**config.mk**
```make
export PLATFORM = sky130hd
export DESIGN_NAME = dm_store_buffer_flat
export DESIGN_NICKNAME = d
export VERILOG_FILES = /design/src/rtl/dm_store_buffer_if.sv /design/src/rtl/dm_store_buffer.sv /design/src/flat_wrapper.sv
export SDC_FILE = /design/constraint.sdc
export NUM_CORES = 1
export LEC_CHECK = 0
export BUFFER_PORTS_ARGS = -buffer_cell sky130_fd_sc_hd__buf_2
export CORE_ASPECT_RATIO = 1.2
export CORE_UTILIZATION = 60
export DETAILED_ROUTE_END_ITERATION = 10
export PLACE_DENSITY = 0.93
export SLEW_MARGIN = 20
export SYNTH_ARGS = -nofsm -noshare
export SYNTH_HDL_FRONTEND = slang
export SYNTH_SLANG_ARGS = --single-unit
```
**constraint.sdc**
```tcl
create_clock -name in_Clk -period 5.9 [get_ports in_Clk]
set_clock_uncertainty 0.2 [all_clocks]
set_input_delay 0.885 -clock in_Clk [delete_from_list [all_inputs] [get_ports in_Clk]]
set_output_delay 0.885 -clock in_Clk [all_outputs]
set_load 0.005 [all_outputs]
```
**src/rtl/dm_store_buffer_if.sv**
```systemverilog
// -----------------------------------------------------------------------------
// dm_store_buffer_if
//
// Bundles the core data-memory port and the external memory read/write port
// seen by the store buffer.
//
//   Core side
//     in_addr          core load/store address
//     in_wr_data       core store data
//     in_wr_en         core store strobe
//     out_DM_data      load data returned to the core
//   Memory read side
//     out_mem_rd_addr  memory read address (follows in_addr)
//     in_mem_rd_data   memory combinational read data
//   Memory write side (req/ack)
//     out_mem_wr_req   head entry valid
//     out_mem_wr_addr  head entry address (0 when empty)
//     out_mem_wr_data  head entry data (0 when empty)
//     in_mem_wr_ack    memory accepts the head entry this cycle
//   Status
//     out_full / out_empty / out_count / out_overflow
//
// The slave modport is the store buffer; the master modport is whatever
// drives it (core plus memory, or a testbench).
// -----------------------------------------------------------------------------
interface dm_store_buffer_if #(
    parameter int DEPTH  = 4,
    parameter int ADDR_W = 64,
    parameter int DATA_W = 64
);
    localparam int CNT_W = $clog2(DEPTH) + 1;

    logic [ADDR_W-1:0] in_addr;
    logic [DATA_W-1:0] in_wr_data;
    logic              in_wr_en;
    logic [DATA_W-1:0] out_DM_data;

    logic [ADDR_W-1:0] out_mem_rd_addr;
    logic [DATA_W-1:0] in_mem_rd_data;

    logic              out_mem_wr_req;
    logic [ADDR_W-1:0] out_mem_wr_addr;
    logic [DATA_W-1:0] out_mem_wr_data;
    logic              in_mem_wr_ack;

    logic              out_full;
    logic              out_empty;
    logic [CNT_W-1:0]  out_count;
    logic              out_overflow;

    modport slave (
        input  in_addr,
        input  in_wr_data,
        input  in_wr_en,
        output out_DM_data,
        output out_mem_rd_addr,
        input  in_mem_rd_data,
        output out_mem_wr_req,
        output out_mem_wr_addr,
        output out_mem_wr_data,
        input  in_mem_wr_ack,
        output out_full,
        output out_empty,
        output out_count,
        output out_overflow
    );

    modport master (
        output in_addr,
        output in_wr_data,
        output in_wr_en,
        input  out_DM_data,
        input  out_mem_rd_addr,
        output in_mem_rd_data,
        input  out_mem_wr_req,
        input  out_mem_wr_addr,
        input  out_mem_wr_data,
        output in_mem_wr_ack,
        input  out_full,
        input  out_empty,
        input  out_count,
        input  out_overflow
    );
endinterface

```
**src/rtl/dm_store_buffer.sv**
```systemverilog
// -----------------------------------------------------------------------------
// dm_store_buffer
//
// Store buffer between the RV64IF core data-memory port and external memory.
// Core stores are queued in a DEPTH-entry FIFO and drained in strict order
// over a req/ack handshake so the core never waits on a slow memory. Loads
// are answered combinationally from the youngest queued store to the same
// doubleword, otherwise from the memory read port.
//
// Ports
//   in_Clk   clock, all state updates on the rising edge
//   Rst_N    synchronous active-low reset
//   bus      dm_store_buffer_if.slave (core, memory and status signals)
// -----------------------------------------------------------------------------
module dm_store_buffer #(
    parameter int DEPTH  = 4,
    parameter int ADDR_W = 64,
    parameter int DATA_W = 64
) (
    input  logic                 in_Clk,
    input  logic                 Rst_N,
    dm_store_buffer_if.slave     bus
);
    localparam int PTR_W = $clog2(DEPTH);
    localparam int CNT_W = $clog2(DEPTH) + 1;

    // Entry storage. Every entry is read in parallel for forwarding, so these
    // stay as plain registers rather than a single-port RAM.
    logic [ADDR_W-1:0] addr_mem [DEPTH];
    logic [DATA_W-1:0] data_mem [DEPTH];

    logic [PTR_W-1:0]  head_reg;
    logic [PTR_W-1:0]  tail_reg;
    logic [CNT_W-1:0]  count_reg;
    logic              overflow_reg;

    logic              full;
    logic              empty;
    logic              pop;
    logic              push;

    assign full  = (count_reg == CNT_W'(DEPTH));
    assign empty = (count_reg == '0);

    // Both strobes are masked while reset is asserted so nothing is written
    // or retired during a reset cycle.
    assign pop  = Rst_N && !empty && bus.in_mem_wr_ack;
    assign push = Rst_N && bus.in_wr_en && (!full || pop);

    // -------------------------------------------------------------------------
    // Pointer / count / overflow state
    // -------------------------------------------------------------------------
    always_ff @(posedge in_Clk) begin
        if (!Rst_N) begin
            head_reg     <= '0;
            tail_reg     <= '0;
            count_reg    <= '0;
            overflow_reg <= 1'b0;
        end else begin
            if (pop) begin
                head_reg <= head_reg + PTR_W'(1);
            end
            if (push) begin
                tail_reg <= tail_reg + PTR_W'(1);
            end
            if (push && !pop) begin
                count_reg <= count_reg + CNT_W'(1);
            end else if (pop && !push) begin
                count_reg <= count_reg - CNT_W'(1);
            end
            // A strobe that did not become a push was dropped for lack of room.
            if (bus.in_wr_en && !push) begin
                overflow_reg <= 1'b1;
            end
        end
    end

    // Entry contents need no reset: validity comes from the pointers/count.
    always_ff @(posedge in_Clk) begin
        if (push) begin
            addr_mem[tail_reg] <= bus.in_addr;
            data_mem[tail_reg] <= bus.in_wr_data;
        end
    end

    // -------------------------------------------------------------------------
    // Forwarding: view the FIFO in age order, age 0 = head (oldest).
    // An entry is valid when its age is below count; the head being popped
    // this cycle is still counted, and this cycle's push is not yet stored.
    // -------------------------------------------------------------------------
    logic [DEPTH-1:0]  age_match;
    logic [DATA_W-1:0] age_data [DEPTH];

    generate
        for (genvar gi = 0; gi < DEPTH; gi++) begin : g_age
            logic [PTR_W-1:0] idx;
            logic             valid;
            assign idx   = head_reg + PTR_W'(gi);
            assign valid = (CNT_W'(gi) < count_reg);
            assign age_match[gi] = valid &&
                (addr_mem[idx][ADDR_W-1:3] == bus.in_addr[ADDR_W-1:3]);
            assign age_data[gi]  = data_mem[idx];
        end
    endgenerate

    logic [DATA_W-1:0] fwd_data;

    // Later (younger) matches overwrite earlier ones.
    always_comb begin
        fwd_data = bus.in_mem_rd_data;
        for (int i = 0; i < DEPTH; i++) begin
            if (age_match[i]) begin
                fwd_data = age_data[i];
            end
        end
    end

    // -------------------------------------------------------------------------
    // Outputs
    // -------------------------------------------------------------------------
    assign bus.out_DM_data     = fwd_data;
    assign bus.out_mem_rd_addr = bus.in_addr;

    assign bus.out_mem_wr_req  = !empty;
    assign bus.out_mem_wr_addr = empty ? '0 : addr_mem[head_reg];
    assign bus.out_mem_wr_data = empty ? '0 : data_mem[head_reg];

    assign bus.out_full        = full;
    assign bus.out_empty       = empty;
    assign bus.out_count       = count_reg;
    assign bus.out_overflow    = overflow_reg;

endmodule

```
**src/flat_wrapper.sv**
```systemverilog
// flat-port wrapper written by rule: the top's interface ports become plain ports
module dm_store_buffer_flat 
#(
    parameter int DEPTH  = 4,
    parameter int ADDR_W = 64,
    parameter int DATA_W = 64
)
  (in_Clk, Rst_N, bus_in_addr, bus_in_wr_data, bus_in_wr_en, bus_out_DM_data, bus_out_mem_rd_addr, bus_in_mem_rd_data, bus_out_mem_wr_req, bus_out_mem_wr_addr, bus_out_mem_wr_data, bus_in_mem_wr_ack, bus_out_full, bus_out_empty, bus_out_count, bus_out_overflow);
  dm_store_buffer_if #(.DEPTH(DEPTH), .ADDR_W(ADDR_W), .DATA_W(DATA_W)) bus_i ();
  input  logic in_Clk;
  input  logic Rst_N;
  input wire logic [$bits(bus_i.in_addr)-1:0] bus_in_addr;
  input wire logic [$bits(bus_i.in_wr_data)-1:0] bus_in_wr_data;
  input wire logic [$bits(bus_i.in_wr_en)-1:0] bus_in_wr_en;
  output wire logic [$bits(bus_i.out_DM_data)-1:0] bus_out_DM_data;
  output wire logic [$bits(bus_i.out_mem_rd_addr)-1:0] bus_out_mem_rd_addr;
  input wire logic [$bits(bus_i.in_mem_rd_data)-1:0] bus_in_mem_rd_data;
  output wire logic [$bits(bus_i.out_mem_wr_req)-1:0] bus_out_mem_wr_req;
  output wire logic [$bits(bus_i.out_mem_wr_addr)-1:0] bus_out_mem_wr_addr;
  output wire logic [$bits(bus_i.out_mem_wr_data)-1:0] bus_out_mem_wr_data;
  input wire logic [$bits(bus_i.in_mem_wr_ack)-1:0] bus_in_mem_wr_ack;
  output wire logic [$bits(bus_i.out_full)-1:0] bus_out_full;
  output wire logic [$bits(bus_i.out_empty)-1:0] bus_out_empty;
  output wire logic [$bits(bus_i.out_count)-1:0] bus_out_count;
  output wire logic [$bits(bus_i.out_overflow)-1:0] bus_out_overflow;
  assign bus_i.in_addr = bus_in_addr;
  assign bus_i.in_wr_data = bus_in_wr_data;
  assign bus_i.in_wr_en = bus_in_wr_en;
  assign bus_out_DM_data = bus_i.out_DM_data;
  assign bus_out_mem_rd_addr = bus_i.out_mem_rd_addr;
  assign bus_i.in_mem_rd_data = bus_in_mem_rd_data;
  assign bus_out_mem_wr_req = bus_i.out_mem_wr_req;
  assign bus_out_mem_wr_addr = bus_i.out_mem_wr_addr;
  assign bus_out_mem_wr_data = bus_i.out_mem_wr_data;
  assign bus_i.in_mem_wr_ack = bus_in_mem_wr_ack;
  assign bus_out_full = bus_i.out_full;
  assign bus_out_empty = bus_i.out_empty;
  assign bus_out_count = bus_i.out_count;
  assign bus_out_overflow = bus_i.out_overflow;
  dm_store_buffer #(.DEPTH(DEPTH), .ADDR_W(ADDR_W), .DATA_W(DATA_W)) u_core (.in_Clk(in_Clk), .Rst_N(Rst_N), .bus(bus_i));
endmodule
```
Yosys cells after proc, flatten, opt, wreduce, memory -nomap -nowiden
Memories as Yosys holds them, arrays and structs flattened. A register that Yosys moved wholly into a read port is not among the register bits.
Index checks and enable logic that the tools add are counted.
{"block": "totals", "n_memories": 2, "reg_bits": 8, "input_bits": 196, "ram_bits": 512, "elab_cells": 53}
{"memory": "u_core.addr_mem", "depth": 4, "word_bits": 64, "read_ports": 4, "rd_clocked_by_memory_dff": 1, "wr": 1, "line": "dm_store_buffer.sv:29", "rtl": "logic [ADDR_W-1:0] addr_mem [DEPTH];"}
{"memory": "u_core.data_mem", "depth": 4, "word_bits": 64, "read_ports": 4, "rd_clocked_by_memory_dff": 1, "wr": 1, "line": "dm_store_buffer.sv:30", "rtl": "logic [DATA_W-1:0] data_mem [DEPTH];"}
{"block": "classes", "n_eq_ne": 5, "mux": 14, "order_cmp": 4, "n_addsub": 6, "n_reduce_logical": 18}
{"operator": "2-to-1 mux 64 bit", "count": 6}
{"operator": "== test 61 bit", "count": 4}
{"operator": "logical AND 1 bit", "count": 11}
{"operator": "2-to-1 mux 2 bit", "count": 4}
{"operator": "less-than comparator 1 x 3 -> 1 bit (first input constant)", "count": 2}
{"operator": "less-than comparator 2 x 3 -> 1 bit (first input constant)", "count": 2}
{"operator": "2-to-1 mux 3 bit", "count": 2}
{"operator": "adder 2 x 1 -> 2 bit (second input constant)", "count": 2}
{"operator": "adder 2 bit (second input constant)", "count": 2}
{"operator": "zero test 1 bit", "count": 4}
{"operator": "adder 3 x 1 -> 3 bit (second input constant)", "count": 1}
{"operator": "== test 3 bit (second input constant)", "count": 1}
{"operator": "zero test 3 bit", "count": 1}
{"operator": "subtractor 3 x 1 -> 3 bit (second input constant)", "count": 1}
{"operator": "2-to-1 mux 1 bit", "count": 2}
{"operator": "nonzero test 2 bit", "count": 1}
{"operator": "logical OR 1 bit", "count": 1}

Depth between registers and ports, before layout
{"block": "logic_depth", "word_depth": 10, "depth_mapped": 17, "mapped_depth_nobuf": 9}

Worst setup path before layout
No wires, ideal clock.
{"block": "synth_path", "kind": "in2reg", "start": "input bus_in_mem_wr_ack", "end": "memory u_core.addr_mem[0][0], enable pin", "required_ns": 5.198, "arrival_time_ns": 4.331, "path_stages": 4, "slack_ns": 0.866, "path_cell_list": "nand2b_1 > and3_1 > clkbuf_1 > and2_1"}
{"block": "synth_via", "elab_chain_cells": 5}
{"element": "start, declared", "line": "flat_wrapper.sv:21", "rtl": "input wire logic [$bits(bus_i.in_mem_wr_ack)-1:0] bus_in_mem_wr_ack;"}
{"element": "logical AND 1 bit", "line": "dm_store_buffer.sv:47", "rtl": "assign pop = Rst_N && !empty && bus.in_mem_wr_ack;"}
{"element": "logical OR 1 bit", "line": "dm_store_buffer.sv:48", "rtl": "assign push = Rst_N && bus.in_wr_en && (!full || pop);"}
{"element": "logical AND 1 bit", "line": "dm_store_buffer.sv:48"}
{"element": "net u_core.push", "line": "dm_store_buffer.sv:40", "rtl": "logic push;"}
{"element": "2-to-1 mux 1 bit", "line": "dm_store_buffer.sv:80", "rtl": "if (push) begin"}
{"element": "2-to-1 mux 1 bit (not written as such)", "line": "dm_store_buffer.sv:81", "rtl": "addr_mem[tail_reg] <= bus.in_addr;"}
{"element": "end, declared", "line": "dm_store_buffer.sv:29"}
The timed path passes the listed nets, and every way through them passes these cells.

==> results by stage <==
Route:
- In the routed layout, each cell is associated on average with a via count of 7.62.
- Before antenna repair, the detailed router went through 7 iterations.
- In this run, the number of DRC markers left after iteration 0 of detailed routing was 4192.
- The post-detailed-route DRC marker count is 0.
- The routed length per instance is 36.9 um.
- The vias after detailed routing is approximately 30000.
- The remaining number of nets flagged by the antenna check after routing is 0.
- The final layout contains routed wiring with a total length of approximately 140000 um.

Power:
- Per report_power, the combinational group accounts for 28.3% of the total.
- Power spread over the standard cell area amounts to 266 nW/um2.
- VDD sags by at most about 450 uV.
- The switching part of the total is 31.6%.
- The analysis attributes to cell leakage a power of 13.5 nW.
- The clock group share of total power is 32.7%.
- The register share of total power is 39.0%.
- The internal portion of the total power is 0.00760 W.
- The net switching component of the power is 0.00351 W.

Synth:
- The fraction of synthesized cell area taken by the top area cell type is between 40 and 50%.
- The complex-gate fraction of the synthesized area is 8.30%.
- After synthesis, the most frequently instantiated cells are sky130_fd_sc_hd__edfxtp_1, sky130_fd_sc_hd__mux4_2, sky130_fd_sc_hd__mux2i_1, sky130_fd_sc_hd__nor2b_1, sky130_fd_sc_hd__xnor2_1.
- The cell with the most instances after synthesis is sky130_fd_sc_hd__edfxtp_1.
- The leading register cell type out of synthesis is sky130_fd_sc_hd__edfxtp_1.
- During synthesis, Yosys emitted a total of 0 warnings.
- The largest family of logic cells by synthesized area is multiplexers.
- The simple-gate area share of the yosys netlist is 8.37%.
- Synthesis instantiated 75 different standard cells from the library.
- After synthesis, the share of flip-flops with an asynchronous set or reset is 0%.
- The register bit total from synthesis is around 520.
- The post-synthesis net count is 2840.
- The largest area contributor in the netlist is sky130_fd_sc_hd__edfxtp_1.
- The area share of xor/xnor cells in the synthesized design is roughly 4.0%.
- Sequential elements use between 40% and 50% of the synthesized area.
- Summing every instance area after synthesis gives 36200 um2.
- Measured against the total synthesized area, the mux share comes to 30.9%.
- The number of flops mapped to enable cells by yosys is 512.
- Sorting the synthesized cells by area gives the leading types as sky130_fd_sc_hd__edfxtp_1, sky130_fd_sc_hd__mux4_2, sky130_fd_sc_hd__mux2i_1.
- Synthesis handed over a netlist of approximately 2600 instances.
- The synthesized-area fraction occupied by adder cells is 0.276%.
- The average cell area after synthesis is 13.7 um2.

Critical path:
- The arrival time of data at the critical path endpoint is 5.03 ns.
- Among the stages of the critical path, the cell type that occurs most often is sky130_fd_sc_hd__buf_12.
- The signal on the critical path passes through buf_12 -> mux4_2 -> xnor2_1 -> nand4_1 -> nor4_2 -> nand4_1 -> nor4_4 -> buf_12 -> buf_12 -> and2b_1 -> a211oi_1 -> a21oi_1 -> buf_2.
- The peak per-stage delay on the critical path is 0.56 ns.
- The critical path is of the register to output port type.
- Data on the critical path is required at its endpoint by roughly 4.8 ns.
- The launching element type of the critical path is a register.
- The slowest stage of the critical path is the sky130_fd_sc_hd__dfxtp_4 cell.
- The worst-path maximum fanout is 33.
- STA classifies the critical path endpoint as an output port.

STA:
- Across all setup checks in the final design, the least slack found is -0.211 ns.
- The headroom to the max-slew limit is 22.5%.
- The post-route clock period utilization is 104%.
- Setup violations remaining at the end of the flow were counted as 4.
- For the pin with the worst max-slew slack, the measured transition is 1.16 ns.
- The final hold violation count was 0.
- The maximum clock frequency is 164 MHz.
- In the final timing run, aggregate negative setup slack is -0.309 ns.
- After layout, the minimum clock period comes to roughly 6.1 ns.
- The number of pins exceeding their max-slew limit in the final report came to 0.

Flow run:
- The total of max-cap violations is 0.

Global route:
- The pin count of the biggest net entering global routing is 137.
- Global routing used 45.9% of the available tracks across all layers.
- The initial antenna violation count is 23.
- The sum of overflow across all layers after global routing is 0.
- The via count of the first global-routing pass is 28400.
- The first global-routing pass estimated 200000 um of wire.

Status:
- The flow ran to the end, but the final reports show violations.
- The checks that failed: negative setup slack.

Placed design:
- OpenSTA, run right after detailed placement, puts the worst setup slack at 0.0998 ns.
- The final weighted congestion in routability-driven placement is ~1.1.
- The count of buffers inserted at the top-level ports is 458.
- The HPWL after detailed placement is 99900 um.
- Summing all placed instances gives a cell area of approximately 39000 um2.

Floorplan:
- The total area inside the core boundary comes to 59600 um2.
- The floorplan row count is between 90 and 100.
- For this design the top-level I/O count stands at between 400 and 500.
- The die covers a little over 60000 um2.
- The initial utilization of the core area, before any placement, comes to 60.8%.
- The floorplan step set the die height to about 270 um.
- The horizontal die dimension is 226 um.

Final layout:
- The core utilization of the finished layout is between 70% and 80%.
- In the final layout, the multi-input gates occupy 19000 um2.
- The share of cells above drive strength 1 is 38.2%.
- With fillers left out, the area of the finished cells amounts to 41800 um2.
- The area taken by flip-flops and latches is ~16000 um2.
- In the final design database the tool counted 3217 nets.
- The signed area change from the synthesized netlist to the final layout is 15.4%.
- The number of filler instances in the final layout is 3762.

Clock network:
- The clock tree buffer depth is 3.
- In this run the clock root is driven by a sky130_fd_sc_hd__clkbuf_16.
- TritonCTS built the clock tree.
- The clock drives approximately 520 sinks.
- CTS built an H-tree with a depth of 2.
- The TritonCTS buffer count is 54.
- The clock transition at the registers of the reported paths is 0.07 ns.
- At the later pin of the worst-skew pair, clock insertion delay measures 0.62 ns.
- The hold buffer count at CTS is 0.

Worst hold path:
- The path type of the worst min-delay path is input port to register.
## routing by layer
metal	track usage [%]	vias to the layer above	routed length, um
li1	-	11400	-
met1	55.9	14500	47300
met2	73.6	2864	67000
met3	10.0	685	16400
met4	30.8	12	12500
met5	0	-	73
## layout make-up
type,instances,share of cell area [%]
clock inverters,41,1.16
clock buffers,58,3.27
diodes,20,0.120
flip-flops and latches,522,37.3
well taps,800,2.39
multi-input cells,1756,45.4
repair buffers,634,9.93
inverters,45,0.410
## stage by stage
stage	hold WS (ns)	total power (W)	cells
finish	0.270	0.0111	3876
global route	0.265	0.0113	3871
CTS	0.257	0.0110	3846
detailed placement	0.295	0.00736	3738
global placement	0.243	0.00729	3738
floorplan	0.264	0.00617	2636
## path summary, 6_finish.rpt
path,from,endpoint,slack [ns],cells after the start
setup / recovery,register,bus_out_DM_data[28],-0.21,13
hold reg to reg,u_core.bus.out_overflow,u_core.bus.out_overflow,0.35,1
setup reg to reg,u_core.bus.out_count[1],u_core.addr_mem[2][47],2.31,7
hold / removal,bus_in_wr_data[15],u_core.data_mem[0][15],0.27,1
## placed cells by master, fill, tap and decap left out, drive strengths merged, types with 39 or more instances in the layout
cell type  instances
a21oi             85
nand2            114
nor2b            164
mux2i            244
edfxtp           512
nand3b            63
o22ai             39
mux4             372
inv               50
clkbuf            58
buf              633
xnor2            136
o211ai            66
a211oi            73
## power groups by stage
stage               Combinational [W]  Sequential, W  Clock, W
finish                        0.00314        0.00433   0.00363
global route                  0.00325        0.00434   0.00374
CTS                           0.00304        0.00433   0.00362
detailed placement            0.00293        0.00444         0
global placement              0.00287        0.00441         0
floorplan                     0.00180        0.00437         0
## worst max-delay path, delay by kind of cell (launching register included)
family	cells	cell delay, ns
AND/OR/NAND/NOR	5	1.47
buffers and inverters	4	0.86
AO/OA/AOI/OAI	2	0.55
multiplexers	1	0.38
flip-flops	1	0.56
XOR/XNOR	1	0.51
## cells by family (layout without fill, tap and decap cells)
family	Yosys count	count (layout)
and+or+nand+nor	522	522
buffers and inverters	358	778
DFF	522	522
AOI/OAI and AO/OA	419	419
adders and majority gates	8	8
xor gates and xnor gates	164	164
muxes	643	643
other	0	20
## what timing repair did
item                       CTS  global route
setup buffers                8            10
setup endpoints to repair   64            64
resized for setup           22            31
pin swaps                    1             4
cloned                       1             0
Power figures use the tool's default switching activity.
